### src/rtl/alu_unit_pkg.sv
// Shared constants and types for the integer ALU stage: op codes, widths, FSM states.
// Op codes 22-25 (multiply) are only meaningful when ALU_MUL_EN is defined.
package alu_unit_pkg;

  localparam int OP_W        = 7;
  localparam int ROB_W       = 5;
  localparam int XLEN        = 32;
  localparam int ALU_USE_IMM = OP_W - 1;

  localparam logic [OP_W-2:0] ALU_OP_NOP    = 6'd0;
  localparam logic [OP_W-2:0] ALU_OP_ADD    = 6'd1;
  localparam logic [OP_W-2:0] ALU_OP_SUB    = 6'd2;
  localparam logic [OP_W-2:0] ALU_OP_SLL    = 6'd3;
  localparam logic [OP_W-2:0] ALU_OP_SLT    = 6'd4;
  localparam logic [OP_W-2:0] ALU_OP_SLTU   = 6'd5;
  localparam logic [OP_W-2:0] ALU_OP_XOR    = 6'd6;
  localparam logic [OP_W-2:0] ALU_OP_SRL    = 6'd7;
  localparam logic [OP_W-2:0] ALU_OP_SRA    = 6'd8;
  localparam logic [OP_W-2:0] ALU_OP_OR     = 6'd9;
  localparam logic [OP_W-2:0] ALU_OP_AND    = 6'd10;
  localparam logic [OP_W-2:0] ALU_OP_BEQ    = 6'd11;
  localparam logic [OP_W-2:0] ALU_OP_BNE    = 6'd12;
  localparam logic [OP_W-2:0] ALU_OP_BLT    = 6'd13;
  localparam logic [OP_W-2:0] ALU_OP_BGE    = 6'd14;
  localparam logic [OP_W-2:0] ALU_OP_BLTU   = 6'd15;
  localparam logic [OP_W-2:0] ALU_OP_BGEU   = 6'd16;
  localparam logic [OP_W-2:0] ALU_OP_JAL    = 6'd17;
  localparam logic [OP_W-2:0] ALU_OP_JALR   = 6'd18;
  localparam logic [OP_W-2:0] ALU_OP_LUI    = 6'd19;
  localparam logic [OP_W-2:0] ALU_OP_AUIPC  = 6'd20;
  localparam logic [OP_W-2:0] ALU_OP_MUL    = 6'd22;
  localparam logic [OP_W-2:0] ALU_OP_MULH   = 6'd23;
  localparam logic [OP_W-2:0] ALU_OP_MULHSU = 6'd24;
  localparam logic [OP_W-2:0] ALU_OP_MULHU  = 6'd25;

  typedef enum logic {
    ST_IDLE = 1'b0,
    ST_MUL  = 1'b1
  } alu_state_t;

  typedef struct packed {
    logic [XLEN-1:0] val;
    logic            br_valid;
    logic            br_taken;
    logic [XLEN-1:0] br_target;
  } alu_res_t;

endpackage

### src/rtl/alu_unit_if.sv
// Dispatch/result bus between the reservation station and the ALU stage.
// The RS side is the master; the ALU stage is the slave.
interface alu_unit_if;
  import alu_unit_pkg::*;

  logic                  rdy_in;
  logic                  clear_flag;
  logic [OP_W-1:0]       alu_op;
  logic [XLEN-1:0]       Vi;
  logic [XLEN-1:0]       Vj;
  logic [XLEN-1:0]       imm;
  logic [ROB_W-1:0]      rd;
  logic [XLEN-1:0]       pc;
  logic                  busy;
  logic                  alu_ready;
  logic [ROB_W-1:0]      alu_ROB_id;
  logic [XLEN-1:0]       alu_val;
  logic                  br_valid;
  logic                  br_taken;
  logic [XLEN-1:0]       br_target;

  modport master (
    output rdy_in, clear_flag, alu_op, Vi, Vj, imm, rd, pc,
    input  busy, alu_ready, alu_ROB_id, alu_val, br_valid, br_taken, br_target
  );

  modport slave (
    input  rdy_in, clear_flag, alu_op, Vi, Vj, imm, rd, pc,
    output busy, alu_ready, alu_ROB_id, alu_val, br_valid, br_taken, br_target
  );

endinterface

### src/rtl/alu_mul.sv
// Two-edge multiplier used when ALU_MUL_EN is defined: registers the 64-bit product
// of 33-bit sign/zero-extended operands, then selects the high or low word.
module alu_mul
  import alu_unit_pkg::*;
(
  input  logic            clk_in,
  input  logic            rst_in,
  input  logic            i_en,
  input  logic [XLEN-1:0] i_a,
  input  logic [XLEN-1:0] i_b,
  input  logic [OP_W-2:0] i_code,
  output logic [XLEN-1:0] o_res
);

  logic                    w_a_sgn;
  logic                    w_b_sgn;
  logic signed [XLEN:0]    w_a33;
  logic signed [XLEN:0]    w_b33;
  logic signed [2*XLEN-1:0] w_prod;
  logic [2*XLEN-1:0]       r_prod;
  logic                    r_hi;

  assign w_a_sgn = (i_code == ALU_OP_MULH) || (i_code == ALU_OP_MULHSU);
  assign w_b_sgn = (i_code == ALU_OP_MULH);
  assign w_a33   = {w_a_sgn & i_a[XLEN-1], i_a};
  assign w_b33   = {w_b_sgn & i_b[XLEN-1], i_b};
  // 33-bit extension lets one signed multiplier cover all four variants
  assign w_prod  = w_a33 * w_b33;

  always_ff @(posedge clk_in or negedge rst_in) begin
    if (!rst_in) begin
      r_prod <= '0;
      r_hi   <= 1'b0;
    end else if (i_en) begin
      r_prod <= w_prod;
      r_hi   <= (i_code != ALU_OP_MUL);
    end
  end

  assign o_res = r_hi ? r_prod[2*XLEN-1:XLEN] : r_prod[XLEN-1:0];

endmodule

### src/rtl/alu_unit.sv
// RV32I integer execution stage: computes ALU/branch/jump results and broadcasts them
// one cycle after issue. Define ALU_MUL_EN to add the two-edge multiplier (alu_mul).
module alu_unit
  import alu_unit_pkg::*;
(
  input  logic     clk_in,
  input  logic     rst_in,
  alu_unit_if.slave bus
);

  alu_state_t       r_state, w_state_next;
  logic [OP_W-2:0]  w_code;
  logic [XLEN-1:0]  w_a, w_b;
  logic             w_accept, w_is_mul, w_taken;
  alu_res_t         w_res;

  logic             r_ready, r_bv, r_bt;
  logic [ROB_W-1:0] r_rob;
  logic [XLEN-1:0]  r_val, r_tgt;

  assign w_code   = bus.alu_op[OP_W-2:0];
  assign w_a      = bus.Vi;
  assign w_b      = bus.alu_op[ALU_USE_IMM] ? bus.imm : bus.Vj;
  assign w_accept = bus.rdy_in && !bus.clear_flag && (w_code != ALU_OP_NOP) && (r_state == ST_IDLE);

  always_comb begin
    w_taken = 1'b0;
    unique case (w_code)
      ALU_OP_BEQ:  w_taken = (w_a == w_b);
      ALU_OP_BNE:  w_taken = (w_a != w_b);
      ALU_OP_BLT:  w_taken = ($signed(w_a) < $signed(w_b));
      ALU_OP_BGE:  w_taken = ($signed(w_a) >= $signed(w_b));
      ALU_OP_BLTU: w_taken = (w_a < w_b);
      ALU_OP_BGEU: w_taken = (w_a >= w_b);
      default:     w_taken = 1'b0;
    endcase
  end

  always_comb begin
    w_res = '0;
    case (w_code)
      ALU_OP_ADD:   w_res.val = w_a + w_b;
      ALU_OP_SUB:   w_res.val = w_a - w_b;
      ALU_OP_SLL:   w_res.val = w_a << w_b[4:0];
      ALU_OP_SLT:   w_res.val = {{(XLEN-1){1'b0}}, $signed(w_a) < $signed(w_b)};
      ALU_OP_SLTU:  w_res.val = {{(XLEN-1){1'b0}}, w_a < w_b};
      ALU_OP_XOR:   w_res.val = w_a ^ w_b;
      ALU_OP_SRL:   w_res.val = w_a >> w_b[4:0];
      ALU_OP_SRA:   w_res.val = $unsigned($signed(w_a) >>> w_b[4:0]);
      ALU_OP_OR:    w_res.val = w_a | w_b;
      ALU_OP_AND:   w_res.val = w_a & w_b;
      ALU_OP_BEQ, ALU_OP_BNE, ALU_OP_BLT, ALU_OP_BGE, ALU_OP_BLTU, ALU_OP_BGEU: begin
        w_res.val       = {{(XLEN-1){1'b0}}, w_taken};
        w_res.br_valid  = 1'b1;
        w_res.br_taken  = w_taken;
        w_res.br_target = w_taken ? bus.pc + bus.imm : bus.pc + 32'd4;
      end
      ALU_OP_JAL, ALU_OP_JALR: begin
        w_res.val       = bus.pc + 32'd4;
        w_res.br_valid  = 1'b1;
        w_res.br_taken  = 1'b1;
        w_res.br_target = (w_code == ALU_OP_JAL) ? bus.pc + bus.imm
                                                 : (w_a + bus.imm) & ~32'd1;
      end
      ALU_OP_LUI:   w_res.val = bus.imm;
      ALU_OP_AUIPC: w_res.val = bus.pc + bus.imm;
      default:      w_res = '0;
    endcase
  end

`ifdef ALU_MUL_EN
  logic [XLEN-1:0]  w_mul_res;
  logic [ROB_W-1:0] r_mul_rob;

  assign w_is_mul = (w_code >= ALU_OP_MUL) && (w_code <= ALU_OP_MULHU);

  alu_mul u_mul (
    .clk_in (clk_in),
    .rst_in (rst_in),
    .i_en   (w_accept && w_is_mul),
    .i_a    (w_a),
    .i_b    (w_b),
    .i_code (w_code),
    .o_res  (w_mul_res)
  );

  always_ff @(posedge clk_in or negedge rst_in) begin
    if (!rst_in)                   r_mul_rob <= '0;
    else if (w_accept && w_is_mul) r_mul_rob <= bus.rd;
  end

  assign bus.busy = (r_state == ST_MUL);
`else
  assign w_is_mul = 1'b0;
  assign bus.busy = 1'b0;
`endif

  always_ff @(posedge clk_in or negedge rst_in) begin
    if (!rst_in) r_state <= ST_IDLE;
    else         r_state <= w_state_next;
  end

  always_comb begin
    w_state_next = r_state;
    if (bus.rdy_in) begin
      if (bus.clear_flag) begin
        w_state_next = ST_IDLE;
      end else begin
        case (r_state)
          ST_IDLE: if (w_accept && w_is_mul) w_state_next = ST_MUL;
          ST_MUL:  w_state_next = ST_IDLE;
          default: w_state_next = ST_IDLE;
        endcase
      end
    end
  end

  always_ff @(posedge clk_in or negedge rst_in) begin
    if (!rst_in) begin
      r_ready <= 1'b0;
      r_rob   <= '0;
      r_val   <= '0;
      r_bv    <= 1'b0;
      r_bt    <= 1'b0;
      r_tgt   <= '0;
    end else if (bus.rdy_in) begin
      if (bus.clear_flag) begin
        r_ready <= 1'b0;
        r_bv    <= 1'b0;
        r_bt    <= 1'b0;
        r_tgt   <= '0;
      end else if (r_state == ST_MUL) begin
`ifdef ALU_MUL_EN
        r_ready <= 1'b1;
        r_rob   <= r_mul_rob;
        r_val   <= w_mul_res;
        r_bv    <= 1'b0;
        r_bt    <= 1'b0;
        r_tgt   <= '0;
`else
        r_ready <= 1'b0;
`endif
      end else if (w_accept && !w_is_mul) begin
        r_ready <= 1'b1;
        r_rob   <= bus.rd;
        r_val   <= w_res.val;
        r_bv    <= w_res.br_valid;
        r_bt    <= w_res.br_taken;
        r_tgt   <= w_res.br_target;
      end else begin
        r_ready <= 1'b0;
      end
    end
  end

  assign bus.alu_ready  = r_ready;
  assign bus.alu_ROB_id = r_rob;
  assign bus.alu_val    = r_val;
  assign bus.br_valid   = r_bv;
  assign bus.br_taken   = r_bt;
  assign bus.br_target  = r_tgt;

endmodule
### src/flat_wrapper.sv
// flat-port wrapper written by rule: the top's interface ports become plain ports
module alu_unit_flat import alu_unit_pkg::*;
  (clk_in, rst_in, bus_rdy_in, bus_clear_flag, bus_alu_op, bus_Vi, bus_Vj, bus_imm, bus_rd, bus_pc, bus_busy, bus_alu_ready, bus_alu_ROB_id, bus_alu_val, bus_br_valid, bus_br_taken, bus_br_target);
  alu_unit_if bus_i ();
  input  logic clk_in;
  input  logic rst_in;
  input wire logic [$bits(bus_i.rdy_in)-1:0] bus_rdy_in;
  input wire logic [$bits(bus_i.clear_flag)-1:0] bus_clear_flag;
  input wire logic [$bits(bus_i.alu_op)-1:0] bus_alu_op;
  input wire logic [$bits(bus_i.Vi)-1:0] bus_Vi;
  input wire logic [$bits(bus_i.Vj)-1:0] bus_Vj;
  input wire logic [$bits(bus_i.imm)-1:0] bus_imm;
  input wire logic [$bits(bus_i.rd)-1:0] bus_rd;
  input wire logic [$bits(bus_i.pc)-1:0] bus_pc;
  output wire logic [$bits(bus_i.busy)-1:0] bus_busy;
  output wire logic [$bits(bus_i.alu_ready)-1:0] bus_alu_ready;
  output wire logic [$bits(bus_i.alu_ROB_id)-1:0] bus_alu_ROB_id;
  output wire logic [$bits(bus_i.alu_val)-1:0] bus_alu_val;
  output wire logic [$bits(bus_i.br_valid)-1:0] bus_br_valid;
  output wire logic [$bits(bus_i.br_taken)-1:0] bus_br_taken;
  output wire logic [$bits(bus_i.br_target)-1:0] bus_br_target;
  assign bus_i.rdy_in = bus_rdy_in;
  assign bus_i.clear_flag = bus_clear_flag;
  assign bus_i.alu_op = bus_alu_op;
  assign bus_i.Vi = bus_Vi;
  assign bus_i.Vj = bus_Vj;
  assign bus_i.imm = bus_imm;
  assign bus_i.rd = bus_rd;
  assign bus_i.pc = bus_pc;
  assign bus_busy = bus_i.busy;
  assign bus_alu_ready = bus_i.alu_ready;
  assign bus_alu_ROB_id = bus_i.alu_ROB_id;
  assign bus_alu_val = bus_i.alu_val;
  assign bus_br_valid = bus_i.br_valid;
  assign bus_br_taken = bus_i.br_taken;
  assign bus_br_target = bus_i.br_target;
  alu_unit u_core (.clk_in(clk_in), .rst_in(rst_in), .bus(bus_i));
endmodule
### config.mk
export PLATFORM = sky130hd
export DESIGN_NAME = alu_unit_flat
export DESIGN_NICKNAME = d
export VERILOG_FILES = /design/src/rtl/alu_unit_pkg.sv /design/src/rtl/alu_unit_if.sv /design/src/rtl/alu_mul.sv /design/src/rtl/alu_unit.sv /design/src/flat_wrapper.sv
export SDC_FILE = /design/constraint.sdc
export NUM_CORES = 1
export LEC_CHECK = 0
export CORE_ASPECT_RATIO = 0.6
export CORE_MARGIN = 2
export CORE_UTILIZATION = 55
export DETAILED_ROUTE_END_ITERATION = 16
export PLACE_DENSITY = 0.82
export SYNTH_ARGS = -nofsm -noshare
export SYNTH_HDL_FRONTEND = slang
export SYNTH_HIERARCHICAL = 1
export SYNTH_SLANG_ARGS = --single-unit
### constraint.sdc
create_clock -name clk_in -period 3.2 [get_ports clk_in]
set_input_delay 0.32 -clock clk_in [delete_from_list [all_inputs] [get_ports clk_in]]
set_output_delay 0.32 -clock clk_in [all_outputs]
set_load 0.01 [all_outputs]
==> results of run 1 <==
[synthesized netlist by cell type, types with 17 or more instances]
cell type | number | area share [%]
sky130_fd_sc_hd__nand2_1 | 247 | 5.5
sky130_fd_sc_hd__nor2_1 | 241 | 5.4
sky130_fd_sc_hd__a21oi_1 | 209 | 6.2
sky130_fd_sc_hd__o21ai_0 | 175 | 5.2
sky130_fd_sc_hd__ha_1 | 160 | 12
sky130_fd_sc_hd__inv_1 | 111 | 2.5
sky130_fd_sc_hd__mux2i_1 | 101 | 6.0
sky130_fd_sc_hd__clkbuf_1 | 97 | 2.2
sky130_fd_sc_hd__dfrtp_1 | 72 | 11
sky130_fd_sc_hd__xnor2_1 | 59 | 3.1
sky130_fd_sc_hd__nor3_1 | 46 | 1.4
sky130_fd_sc_hd__a21o_1 | 45 | 2.0
sky130_fd_sc_hd__nand3_1 | 45 | 1.3
sky130_fd_sc_hd__o211ai_1 | 44 | 2.0
sky130_fd_sc_hd__xor2_1 | 44 | 2.3
sky130_fd_sc_hd__a211oi_1 | 38 | 1.7
sky130_fd_sc_hd__a221oi_1 | 36 | 1.9
sky130_fd_sc_hd__a31oi_1 | 35 | 1.3
sky130_fd_sc_hd__a22oi_1 | 31 | 1.4
sky130_fd_sc_hd__nand2b_1 | 28 | 1.0
sky130_fd_sc_hd__nor2b_1 | 27 | 1.0
sky130_fd_sc_hd__buf_1 | 24 | 0.54
sky130_fd_sc_hd__mux4_2 | 24 | 3.2
sky130_fd_sc_hd__o221ai_1 | 23 | 1.2
sky130_fd_sc_hd__or3_1 | 23 | 0.86
sky130_fd_sc_hd__o22ai_1 | 22 | 0.82
sky130_fd_sc_hd__a221o_1 | 21 | 1.2
sky130_fd_sc_hd__and2_1 | 20 | 0.74
sky130_fd_sc_hd__o2111ai_1 | 19 | 0.99
sky130_fd_sc_hd__and3_1 | 18 | 0.67
sky130_fd_sc_hd__nand4_1 | 18 | 0.67
sky130_fd_sc_hd__o21bai_1 | 18 | 0.80
sky130_fd_sc_hd__buf_2 | 17 | 0.51
[metal layers]
layer	global-route usage, %	overflow
met3	68.7	2
met5	41.1	0
met2	89.5	66
met4	74.4	51
met1	78.5	1
[kinds of logic after synthesis]
logic type	share of synthesized area, %
AOI/OAI and AO/OA	34.6
and+or+nand+nor	21.3
buffers and inverters	6.09
adders and majority gates	12.4
muxes	9.63
xor gates and xnor gates	5.36
DFF	10.7
other	0.0223
[repair_timing]
item                       CTS
hold buffers                 1
setup endpoints to repair   60
hold endpoints to repair    33
gates resized for setup    180
gates cloned                 2
pin swaps                   62
buffers inserted            37
[metrics by stage]
stage	TNS [ps]	setup slack [ps]	util [%]	cells	hold slack (ps)
2_1_floorplan	-33950	-954	-	2360	24.4
3_3_place_gp	-50080	-1110	81.9	3552	329
3_5_place_dp	-57750	-1230	81.9	3552	338
4_1_cts	-9140	-322	86.4	3608	475
==> results by stage, run 1 <==
CTS:
- The clock net sink count is 72.
- The clock passes through at most 2 buffers.
- Counting the buffers created by CTS gives 9.
- The deepest level of the CTS H-tree is 3.
- The root buffer cell is sky130_fd_sc_hd__clkbuf_16.

Place:
- Once placement finished, the instance area stood at between 20000 and 25000 um2.
- In this run the tool buffered the top-level ports with roughly 220 buffer cells.
- At the end of routability-driven placement, the weighted congestion stood at 1.32.
- Once detailed placement completed, the half-perimeter wirelength came to 77600 um.

Synth:
- The predominant post-synthesis flop cell is sky130_fd_sc_hd__dfrtp_1.
- After synthesis, the share of flip-flops with an asynchronous set or reset is between 90% and 100%.
- The share of the Yosys chip area taken by registers is between 10% and 20%.
- The number of enable-type register cells in the synthesized netlist is 0.
- The count of synthesis-stage warnings from yosys is 6.
- After synthesis the netlist holds a flip-flop and latch count of a little over 70.
- The post-synthesis instance total is about 2400.
- The area of the mapped netlist is about 17000 um2.
- Each instance of the synthesized netlist takes up on average ~7.1 um2.
- The post-synth net total is between 2000 and 3000.
- The synthesized netlist contains 91 unique library cells.

Global route:
- The residual overflow from global routing is 120.
- The first global-routing pass estimated 191000 um of wire.
- The all-layer global routing usage is between 70 and 80%.
- Entering global routing, the biggest net connects 64 pins.
- The number of global-route vias before repair is between 30000 and 40000.

Die:
- Measured along the y axis, the die boundary spans 139 um.
- The effective utilization at floorplan is 56.0%.
- The number of placement rows is 49.
- The horizontal die dimension is approximately 230 um.
- The top-level port count is ~220.

Status:
- The run stopped with a tool error.
- The first error in the log reads "[ERROR GRT-0116] Global routing finished with congestion. Check the congestion regions in the DRC Viewer".
- The run ended at global routing.
==> run 2: changes to the inputs <==
--- a/config.mk
+++ b/config.mk
@@ -5,11 +5,10 @@
 export SDC_FILE = /design/constraint.sdc
 export NUM_CORES = 1
 export LEC_CHECK = 0
-export CORE_ASPECT_RATIO = 0.6
 export CORE_MARGIN = 2
-export CORE_UTILIZATION = 55
+export CORE_UTILIZATION = 40
 export DETAILED_ROUTE_END_ITERATION = 16
-export PLACE_DENSITY = 0.82
+export PLACE_DENSITY_LB_ADDON = 0.15
 export SYNTH_ARGS = -nofsm -noshare
 export SYNTH_HDL_FRONTEND = slang
 export SYNTH_HIERARCHICAL = 1
==> results by stage, run 2 <==
STA:
- Static timing analysis puts the maximum clock frequency at around 0.29 GHz.
- The number of hold-slack violations in the final timing report is 0.
- The share of the clock period used by the worst path is 109%.
- Clock skew on the completed layout was measured at 0 ps.
- Measured against its own limit, the worst slew margin works out to a little under a third.
- The transition time of the tightest slew-check pin is 1020 ps.
- The worst-case hold slack is ~470 ps.
- Setup repair after global routing could not meet its margin everywhere.
- The worst path in the final design needs a cycle of ~3500 ps, including I/O delays and setup.
- The max-slew violation count came to 0.
- The setup TNS is -6720 ps.
- The worst path setup slack after routing is -278 ps.
- Setup violations remaining at the end of the flow were counted as 39.

Synth:
- The fraction of the yosys area taken by sequential cells is ~11%.
- The count of synthesis-stage warnings from yosys is 6.
- By count the netlist is led by sky130_fd_sc_hd__nand2_1, sky130_fd_sc_hd__nor2_1, sky130_fd_sc_hd__a21oi_1.
- In the synthesized netlist the dominant register cell turns out to be sky130_fd_sc_hd__dfrtp_1.
- In the post-synthesis netlist, the cell with the most instances is sky130_fd_sc_hd__nand2_1.
- Counting every net in the synthesized netlist gives 2668.
- The number of storage elements in the synthesis netlist is 72.
- The average instance in the mapped netlist occupies between 7 and 8 um2.
- After synthesis the cells add up to around 17000 um2.
- After synthesis, the largest area contributor takes up between 10% and 20% of total cell area.
- Counting flops with a built-in enable in the synthesized netlist gives 0.
- After synthesis, the share of flip-flops with an asynchronous set or reset is between 90% and 100%.
- Counting distinct cell types in the post-synthesis netlist gives 91.
- By area the synthesized netlist is led by sky130_fd_sc_hd__ha_1, sky130_fd_sc_hd__dfrtp_1, sky130_fd_sc_hd__a21oi_1.
- Synthesis produced a netlist whose cell count is around 2400.
- Of all cell types, the one taking the most synthesized area is sky130_fd_sc_hd__ha_1.

Pwr:
- In this run the static leakage power is approximately 13 nW.
- The total power is around 8.0 mW.
- The highest ir drop seen on vdd is about 0.31 mV.
- Power spread over the standard cell area amounts to 285 nW/um2.

Setup path:
- Measured in cells, the most critical reg-to-reg path has a length of 7.
- The number of cells on the critical path is 19.
- The required time of the critical path is ~3500 ps.
- Counting both buffers and inverters, the worst setup path holds a total of 7.
- The endpoint of the most critical register-to-register path is u_core/bus.alu_val[19]$_DFFE_PN0P_.
- By instance count, the cell type seen most on the critical path is sky130_fd_sc_hd__buf_12.
- STA classifies the critical path startpoint as an input pin.
- The critical path endpoint category is a flop.
- The slowest cell on the critical path is sky130_fd_sc_hd__ha_4.
- The launch instance of the worst register-to-register path is u_core/bus.alu_val[19]$_DFFE_PN0P_.
- Across all register-to-register paths, the minimum setup slack is ~1600 ps.
- The maximum fanout along the worst path is 6.
- For the worst setup path, the data arrival time is between 3000 and 4000 ps.
- The cell class contributing the biggest share of worst-path delay is compound AO/OA/AOI/OAI gates.
- The critical path goes through buf_12, buf_12, buf_8, mux2i_4, ha_4, buf_6, nor3b_4, a211oi_4, o221ai_2, a211oi_2, buf_4, o311ai_4, o31a_1, a311oi_4, buf_6, buf_12, mux2_4, a222oi_1, o21ai_1.
- The setup path with the least slack is of type input pin to flop.
- On the worst path, the slowest cell contributes a delay of 310 ps.

Route:
- After detailed routing, the number of remaining DRC violations is 0.
- Wire segments on met2 add up to between 40000 and 50000 um in the final route.
- The pre-antenna-repair detailed-routing pass consisted of 7 iterations.
- The total routed wire length on the met1 layer is between 40000 and 50000 um.
- In this run, the number of DRC markers left after iteration 0 of detailed routing was approximately 3700.
- In the routed layout, each cell is associated on average with a via count of ~6.5.
- The average wire per standard cell is about 29 um.
- The total vias in the final route is between 20000 and 30000.
- The antenna violation net count after detailed routing is 0.
- The sum of routed wire length over all layers is between 100000 and 150000 um.
- Signal routing reaches up to met4.
- Wire segments on met3 add up to approximately 11000 um in the final route.

CTS:
- CTS saw slightly above 70 sinks.
- The clock tree from TritonCTS is done.
- Buffers inserted during clock tree synthesis total 9.
- The latest clock arrival within the worst-skew pair is 380 ps.
- The clock transition time at the flip-flop clock pins of the worst setup and hold paths is 70 ps.
- Counting along the longest clock path gives a buffer depth of 2.
- The root buffer cell chosen for the clock tree is sky130_fd_sc_hd__clkbuf_16.
- In this run the number of H-tree levels came out at 3.

Global route:
- For this run the aggregate overflow at the end of global routing stands at 0.
- The all-layer global routing usage is roughly half.
- Entering global routing, the biggest net connects between 60 and 70 pins.
- The initial antenna violation count is 3.
- The wire length of the first global-routing pass is between 150000 and 200000 um.
- The number of global-route vias before repair is 24200.

Place:
- The placed cell area is between 20000 and 30000 um2.
- Detailed placement ended at an HPWL of about 88000 um.
- The post-placement setup slack is -1270 ps.
- The count of buffers added on input and output ports is approximately 220.
- The global placer's final weighted congestion is roughly 1.2.
- The number of placed instances, taps included, is between 3000 and 4000.

Layout:
- Once layout is complete, the utilization of the core stands at 67.3%.
- The ratio of cells with drive above 1 in the final layout is between 30% and 40%.
- Counting the fill cells in the layout gives between 3000 and 4000.
- For this run, the post-layout net count is around 3600.
- The layout overhead on the synthesized area is 67.1%.
- The area of the multi-input gates is between 15000 and 20000 um2.
- The final instance count without filler cells is slightly below 4000.
- The sequential cell area is approximately 1800 um2.
- The library cells used most frequently in the layout, excluding fill and tap cells, are sky130_fd_sc_hd__buf_4, sky130_fd_sc_hd__nand2_1, sky130_fd_sc_hd__nor2_1.
- With fillers left out, the area of the finished cells amounts to about 28000 um2.
- Leaving out fill and tap cells, the most frequent cell in the layout is sky130_fd_sc_hd__buf_4.

Min path:
- For hold timing, the worst endpoint is u_core/bus.alu_ROB_id[0]$_DFFE_PN0P_.
- In this run the worst hold path is classified as input pin to flop.
- The start point of the worst min-delay path is bus_rd[0].
- The hold-critical path depth is 3.

Die:
- The die is 209 um wide.
- The number of placement rows is 75.
- The top-level port count is 217.
- The area of the die is between 40000 and 50000 um2.
- The total area inside the core boundary comes to around 42000 um2.
- The initial utilization of the core area, before any placement, comes to between 40% and 50%.
- The y dimension of the die is approximately 210 um.

Status:
- The checks that failed: negative setup slack.
- The run finished, with violations left.

Flow run:
- The number of max-cap violations is 0.
==> run 2: where the power goes <==
part | internal (mW) | switching, mW
registers | 0.988 | 0.0707
clock network | 0.850 | 0.514
logic | 2.57 | 3.01
==> run 2: how the worst max path moves through the flow <==
stage,start,end,slack [ps]
2_1_floorplan,bus_alu_op[6],u_core/bus.br_target[26]$_DFFE_PN0P_,-950
3_3_place_gp,bus_imm[0],u_core/bus.br_target[25]$_DFFE_PN0P_,-1250
3_5_place_dp,bus_imm[0],u_core/bus.br_target[25]$_DFFE_PN0P_,-1270
4_1_cts,bus_alu_op[6],u_core/bus.br_target[25]$_DFFE_PN0P_,-280
5_1_grt,bus_alu_op[6],u_core/bus.br_target[25]$_DFFE_PN0P_,-380
6_report,bus_alu_op[6],u_core/bus.br_target[25]$_DFFE_PN0P_,-280
==> run 2: layer usage <==
metal	vias to the layer above	GRT usage, %
met2	1992	75.4
met1	11700	58.3
met3	579	9.84
met5	-	0
li1	10800	-
met4	0	42.5
==> run 2: cell type report <==
class / count / share of cell area [%]
clock inverter: 6 / 0.499
tap: 539 / 2.40
timing repair buffer: 1086 / 32.2
multi-input combinational: 2029 / 56.0
inverter: 116 / 1.58
sequential: 72 / 6.41
antenna: 3 / 0.0267
clock buffer: 10 / 0.815
==> run 2: worst reg2reg max path, stage by stage (launching register included) <==
cell and delay [ps]:
sky130_fd_sc_hd__dfrtp_1 470, sky130_fd_sc_hd__nand2_1 90, sky130_fd_sc_hd__o2111ai_1 140, sky130_fd_sc_hd__a21oi_1 130, sky130_fd_sc_hd__o21ai_0 80, sky130_fd_sc_hd__a21o_1 180
sky130_fd_sc_hd__a2111oi_4 260, sky130_fd_sc_hd__a21oi_1 100
==> run 2: repair_timing <==
| item | CTS | global route |
|---|---|---|
| resized for setup | 287 | 130 |
| endpoints found under the setup margin | 65 | 59 |
| buffers inserted | 43 | 11 |
| endpoints found under the hold margin | 28 | 0 |
| hold buffers | 1 | 0 |
| cloned | 1 | 1 |
| pin swaps | 107 | 58 |
==> run 2: cell families after synthesis <==
group           after synthesis  share of synthesized area, %
mux                         130                          9.63
buf+inv                     260                          6.09
flops                        72                          10.7
simple gates                769                          21.3
fa+ha+maj                   164                          12.4
other cells                   1                        0.0223
xor+xnor                    103                          5.36
compound gates              861                          34.6
Note: power is estimated with default switching activity, not from simulation.
